[src/rtl/uart_frame_arbiter.sv]
`default_nettype none
`timescale 1ns/1ps
// +--------------------------------------------------------------------------+
// | uart_frame_arbiter                                                       |
// | Round-robin arbiter framing source payloads onto one byte-level UART TX. |
// | Revision: 1.0                                                            |
// +--------------------------------------------------------------------------+
module uart_frame_arbiter #(
   parameter int          NUM_REQ       = 2,
   parameter int          PAYLOAD_BYTES = 20,
   parameter logic [7:0]  HEADER        = 8'h5A
) (
   input  logic                                clk_50m,
   input  logic                                rst_n,
   input  logic [NUM_REQ-1:0]                  req,
   input  logic [NUM_REQ*PAYLOAD_BYTES*8-1:0]  req_data,
   output logic [NUM_REQ-1:0]                  gnt,
   output logic [NUM_REQ-1:0]                  done,
   output logic                                busy,
   output logic                                txd_en,
   output logic [7:0]                          txd_data,
   input  logic                                txd_flag
);

   localparam int         c_PTR_W    = (NUM_REQ > 1) ? $clog2(NUM_REQ) : 1;
   localparam int         c_PB       = PAYLOAD_BYTES * 8;
   localparam logic [5:0] c_PL_END   = 6'(PAYLOAD_BYTES + 1);
   localparam logic [5:0] c_CK_IDX   = 6'(PAYLOAD_BYTES + 2);
   localparam logic [5:0] c_LAST_IDX = 6'(PAYLOAD_BYTES + 3);

   typedef enum logic [1:0] {
      S_IDLE = 2'd0,
      S_LOAD = 2'd1,
      S_SEND = 2'd2,
      S_FIN  = 2'd3
   } state_t;

   state_t               r_state;
   state_t               w_state_nxt;
   logic [c_PTR_W-1:0]   r_ptr;
   logic [c_PTR_W-1:0]   r_sel;
   logic [c_PB-1:0]      r_payload;
   logic [5:0]           r_idx;
   logic [7:0]           r_cksum;
   logic [7:0]           r_txd_data;

   logic                 w_found;
   logic [c_PTR_W-1:0]   w_win;
   logic [c_PTR_W-1:0]   w_cand;
   logic [c_PB-1:0]      w_slice;
   logic [7:0]           w_next_byte;
   logic [NUM_REQ-1:0]   w_sel_oh;

   // Rotating priority scan starting at the round-robin pointer.
   always_comb begin
      w_found = 1'b0;
      w_win   = '0;
      w_cand  = '0;
      for (int k = 0; k < NUM_REQ; k++) begin
         w_cand = c_PTR_W'((int'(r_ptr) + k) % NUM_REQ);
         if (!w_found && req[w_cand]) begin
            w_found = 1'b1;
            w_win   = w_cand;
         end
      end
   end

   always_comb begin
      w_slice = '0;
      for (int s = 0; s < NUM_REQ; s++) begin
         if (r_sel == c_PTR_W'(s)) begin
            w_slice = req_data[s*c_PB +: c_PB];
         end
      end
   end

   assign w_sel_oh = {{(NUM_REQ-1){1'b0}}, 1'b1} << r_sel;

   // Byte that follows the one at r_idx; the checksum is closed with the
   // last payload byte still sitting on txd_data.
   always_comb begin
      w_next_byte = HEADER;
      if (r_idx == 6'd1) begin
         w_next_byte = 8'(r_sel);
      end else if (r_idx >= 6'd2 && r_idx <= c_PL_END) begin
         w_next_byte = r_payload[c_PB-1 -: 8];
      end else if (r_idx == c_CK_IDX) begin
         w_next_byte = r_cksum + r_txd_data;
      end
   end

   always_ff @(posedge clk_50m or negedge rst_n) begin
      if (!rst_n) begin
         r_state <= S_IDLE;
      end else begin
         r_state <= w_state_nxt;
      end
   end

   always_comb begin
      w_state_nxt = r_state;
      gnt         = '0;
      done        = '0;
      busy        = 1'b0;
      txd_en      = 1'b0;
      case (r_state)
         S_IDLE: begin
            if (w_found) begin
               w_state_nxt = S_LOAD;
            end
         end
         S_LOAD: begin
            gnt         = w_sel_oh;
            busy        = 1'b1;
            w_state_nxt = S_SEND;
         end
         S_SEND: begin
            gnt    = w_sel_oh;
            busy   = 1'b1;
            txd_en = 1'b1;
            if (txd_flag && r_idx == c_LAST_IDX) begin
               w_state_nxt = S_FIN;
            end
         end
         S_FIN: begin
            done        = w_sel_oh;
            w_state_nxt = S_IDLE;
         end
         default: w_state_nxt = S_IDLE;
      endcase
   end

   always_ff @(posedge clk_50m or negedge rst_n) begin
      if (!rst_n) begin
         r_ptr      <= '0;
         r_sel      <= '0;
         r_payload  <= '0;
         r_idx      <= '0;
         r_cksum    <= '0;
         r_txd_data <= 8'h00;
      end else begin
         case (r_state)
            S_IDLE: begin
               if (w_found) begin
                  r_sel <= w_win;
               end
            end
            S_LOAD: begin
               r_payload  <= w_slice;
               r_idx      <= '0;
               r_cksum    <= '0;
               r_txd_data <= HEADER;
            end
            S_SEND: begin
               if (txd_flag && r_idx != c_LAST_IDX) begin
                  r_idx      <= r_idx + 6'd1;
                  r_txd_data <= w_next_byte;
                  if (r_idx >= 6'd2) begin
                     r_cksum <= r_cksum + r_txd_data;
                  end
                  if (r_idx >= 6'd2 && r_idx <= c_PL_END) begin
                     r_payload <= r_payload << 8;
                  end
               end
            end
            S_FIN: begin
               r_ptr <= (r_sel == c_PTR_W'(NUM_REQ-1)) ? '0 : r_sel + 1'b1;
            end
            default: ;
         endcase
      end
   end

   assign txd_data = r_txd_data;

endmodule
`default_nettype wire
[config.mk]
export PLATFORM = sky130hd
export DESIGN_NAME = uart_frame_arbiter
export DESIGN_NICKNAME = d
export VERILOG_FILES = /design/src/rtl/uart_frame_arbiter.sv
export SDC_FILE = /design/constraint.sdc
export NUM_CORES = 1
export LEC_CHECK = 0
export ABC_AREA = 1
export ABC_CLOCK_PERIOD_IN_PS = 4750
export CORE_MARGIN = 4
export CORE_UTILIZATION = 52
export DETAILED_ROUTE_END_ITERATION = 7
export PLACE_DENSITY = 0.87
export SYNTH_ARGS = -nofsm -noshare
export SYNTH_HDL_FRONTEND = slang
export SYNTH_SLANG_ARGS = --single-unit
[constraint.sdc]
create_clock -name clk_50m -period 4.75 [get_ports clk_50m]
set_input_delay 0.95 -clock clk_50m [delete_from_list [all_inputs] [get_ports clk_50m]]
set_output_delay 0.95 -clock clk_50m [all_outputs]
set_load 0.01 [all_outputs]
==> impl_metrics.py <==
metrics = {
    "worst_setup_path": {
        "cp.required_ns": 3.80,
        "crit_path_end_kind": "output port",
        "r2r_end": "r_cksum[4]",
        "rr_worst_depth": 6,
        "cp_max_fo": 5,
        "cp-start-kind": "flop",
        "reg2reg_from": "r_state[0]",
        "crit_arrival_ns": 2.18,
        "timing.reg2reg.setup_slack_ns": 1.99,
        "critPathKind": "flop to output port",
    },
    "grt": {
        "grt_max_degree": 171,
        "grt_first_pass_wirelength_mm": 47.91,
        "overflow": 0,
        "grt_pass1_vias": 9765,
        "track_usage": 0.2406,
        "antenna_found_initial": 0,
    },
    "cts": {
        "h-tree-depth": 4,
        "cts_setup_buffers": 0,
        "cts_tree": "done",
        "cts_resized": 0,
        "clk_latency_ns": 0.44,
        "clk_pin_slew_worst_paths_ns": 0.08,
        "cts_hold_buf": 0,
        "cts_sinks": 186,
        "cts_buffer_depth": 2,
        "cts_buffers": 17,
        "cts-root-buf": "clkbuf_16",
    },
    "floorplanning": {
        "ioPinCount": 339,
        "start_util": 0.5318,
        "std_cell_rows": 54,
        "die_w_um": 157.9,
        "die_h_um": 157.9,
        "core_area_mm2": 0.02196,
        "dieArea_mm2": 0.02492,
    },
    "drt": {
        "firstDrtPassIters": 5,
        "drt_wl_total_mm": 30.59,
        "drtIter0Drc": 557,
        "drc": 0,
        "wl_per_cell_um": 16.32,
        "antenna_left": 0,
        "vias": 10000,
        "via_per_inst": 5.336,
    },
    "outcome": {
        "status": "complete, no violations",
    },
    "synthesis": {
        "yosys_warnings": 0,
        "synth.net_count": 1647,
        "synthCells": 1305,
        "synth_seq_area_share": 0.3986,
        "yosys_register_bits": 186,
        "ys_types": 37,
        "avgSynthCellArea_um2": 8.948,
        "synth.cell_area_mm2": 0.01168,
    },
    "sta": {
        "setup_viol_count_final": 0,
        "max_freq_mhz": 319.7,
        "finalClockSkew_ns": 0.01342,
        "timing.hold.ws_ns": 0.4817,
        "fin_crit_sh": 0.6586,
        "finalCriticalPeriod_ns": 3.128,
        "setup-tns-final_ns": 0,
        "rsz0062_at_grt": "false",
        "hold_viol": 0,
        "maxSlewViolCount": 0,
        "worst_pin_slew_ns": 1.081,
        "slew_headroom": 0.2795,
    },
    "power_and_ir_drop": {
        "p_leak_nw": 6.700,
        "max-vdd-ir-drop_v": 0.0004957,
        "powerDensity_mw_per_mm2": 651.5,
    },
    "final_layout": {
        "syn_to_final_growth_pct": 33.33,
        "diodes": 0,
        "fin_nets": 1923,
        "num-fill-cells": 1661,
        "drive_gt1_frac": 0.1267,
    },
    "placed_design": {
        "gp_congestion": 0.8530,
        "io_buffers": 338,
        "dpl.hpwl_mm": 22.70,
    },
    "run": {
        "max-cap-violations": 0,
    },
    "worst_hold_path": {
        "min_from": "r_payload[156]",
        "hold_class": "flop to flop",
        "hold_depth": 2,
        "hold_end": "r_payload[156]",
    },
}
[worst max-delay path, cell delays in order (launching register included)]
cell,delay (ns)
dfrtp_1,0.41
inv_1,0.12
ha_1,0.45
inv_1,0.10
nor2_1,0.09
clkdlybuf4s50_1,0.57
[area by class of cell]
cell class	count	area [um2]	share of cell area
Sequential cell	186	4658	0.2992
Multi-Input combinational cell	975	6216	0.3992
Clock inverter	12	162.7	0.01045
Timing Repair Buffer	348	3525	0.2264
Tap cell	280	350.3	0.02250
Inverter	53	201.4	0.01294
Clock buffer	20	456.7	0.02933
[layer usage]
metal / global-route usage / vias to the layer above / wire length (um)
met5: 0 / - / 0
met4: 0.08152 / 0 / 785
met3: 0.03964 / 61 / 1500
met2: 0.4181 / 299 / 15830
met1: 0.3052 / 4716 / 12480
li1: - / 4924 / -
[report_power, final]
group / switching (W) / internal [W]
sequential: 0.000493 / 0.00237
clock: 0.000639 / 0.000864
combinational: 0.00338 / 0.00240
[flip-flops by register name, summed over array words and instances, names as in the netlist]
| signal | flops |
|---|---|
| r_payload | 160 |
| r_cksum | 8 |
| txd_data | 8 |
| r_idx | 6 |
| r_state | 2 |
| r_ptr | 1 |
| r_sel | 1 |
[worst max path at each step]
stage / from / endpoint / slack (ns) / cells past startpoint
global placement: txd_flag / r_payload[53] / 1.67 / 8
finish: r_state[0] / gnt[0] / 1.62 / 5
floorplan: r_sel / done[1] / 2.50 / 6
detailed placement: txd_flag / r_payload[64] / 1.62 / 9
global route: r_state[0] / gnt[0] / 1.49 / 5
CTS: r_state[1] / gnt[0] / 1.61 / 5
[Yosys cell counts, drive strengths merged]
cell type / number / area (um2)
a21oi: 9 / 45.04
a22o: 1 / 8.760
a22oi: 1 / 7.510
buf: 54 / 479.2
clkbuf: 37 / 138.9
dfrtp: 186 / 4654
fa: 1 / 20.02
ha: 16 / 200.2
inv: 53 / 201.5
mux2: 8 / 90.09
mux2i: 144 / 1441
nand2: 399 / 1669
nand3: 20 / 100.1
nand3b: 3 / 22.52
nand4: 2 / 12.51
nor2: 22 / 92.59
o211ai: 8 / 60.06
o21a: 144 / 1081
o21ai: 181 / 1229
o31ai: 3 / 22.52
or2: 5 / 31.28
xnor2: 1 / 8.760
xor2: 7 / 61.31
[cell usage in the layout, fill, tap and decap left out, types with 17 or more instances in the layout]
cell type,instances
o21a_1,144
o21ai_2,86
dfrtp_1,185
nand3_1,20
nand2_1,342
o21ai_0,31
mux2i_1,144
inv_1,52
nor2_1,20
clkdlybuf4s50_1,337
o21ai_1,64
clkbuf_16,17
nand2_2,53
[per-stage QoR]
step	total power [W]	instance area, um2	util	setup slack [ns]	std cells
detailed placement	0.008648	14950	0.6809	1.622	1842
finish	0.01014	15570	0.7091	1.622	1874
global placement	0.008414	14950	0.6809	1.675	1842
CTS	0.01021	15570	0.7091	1.607	1874
global route	0.01098	15570	0.7091	1.495	1874
floorplan	0.007824	11680	-	2.499	1305
[logic make-up after synthesis]
kind of cell	synth area share
and+or+nand+nor	0.1651
xor gates and xnor gates	0.006000
muxes	0.1311
AOI/OAI and AO/OA	0.2101
adders and majority gates	0.01886
DFF	0.3986
buffers and inverters	0.07018
(Power assumes the default switching activity.)
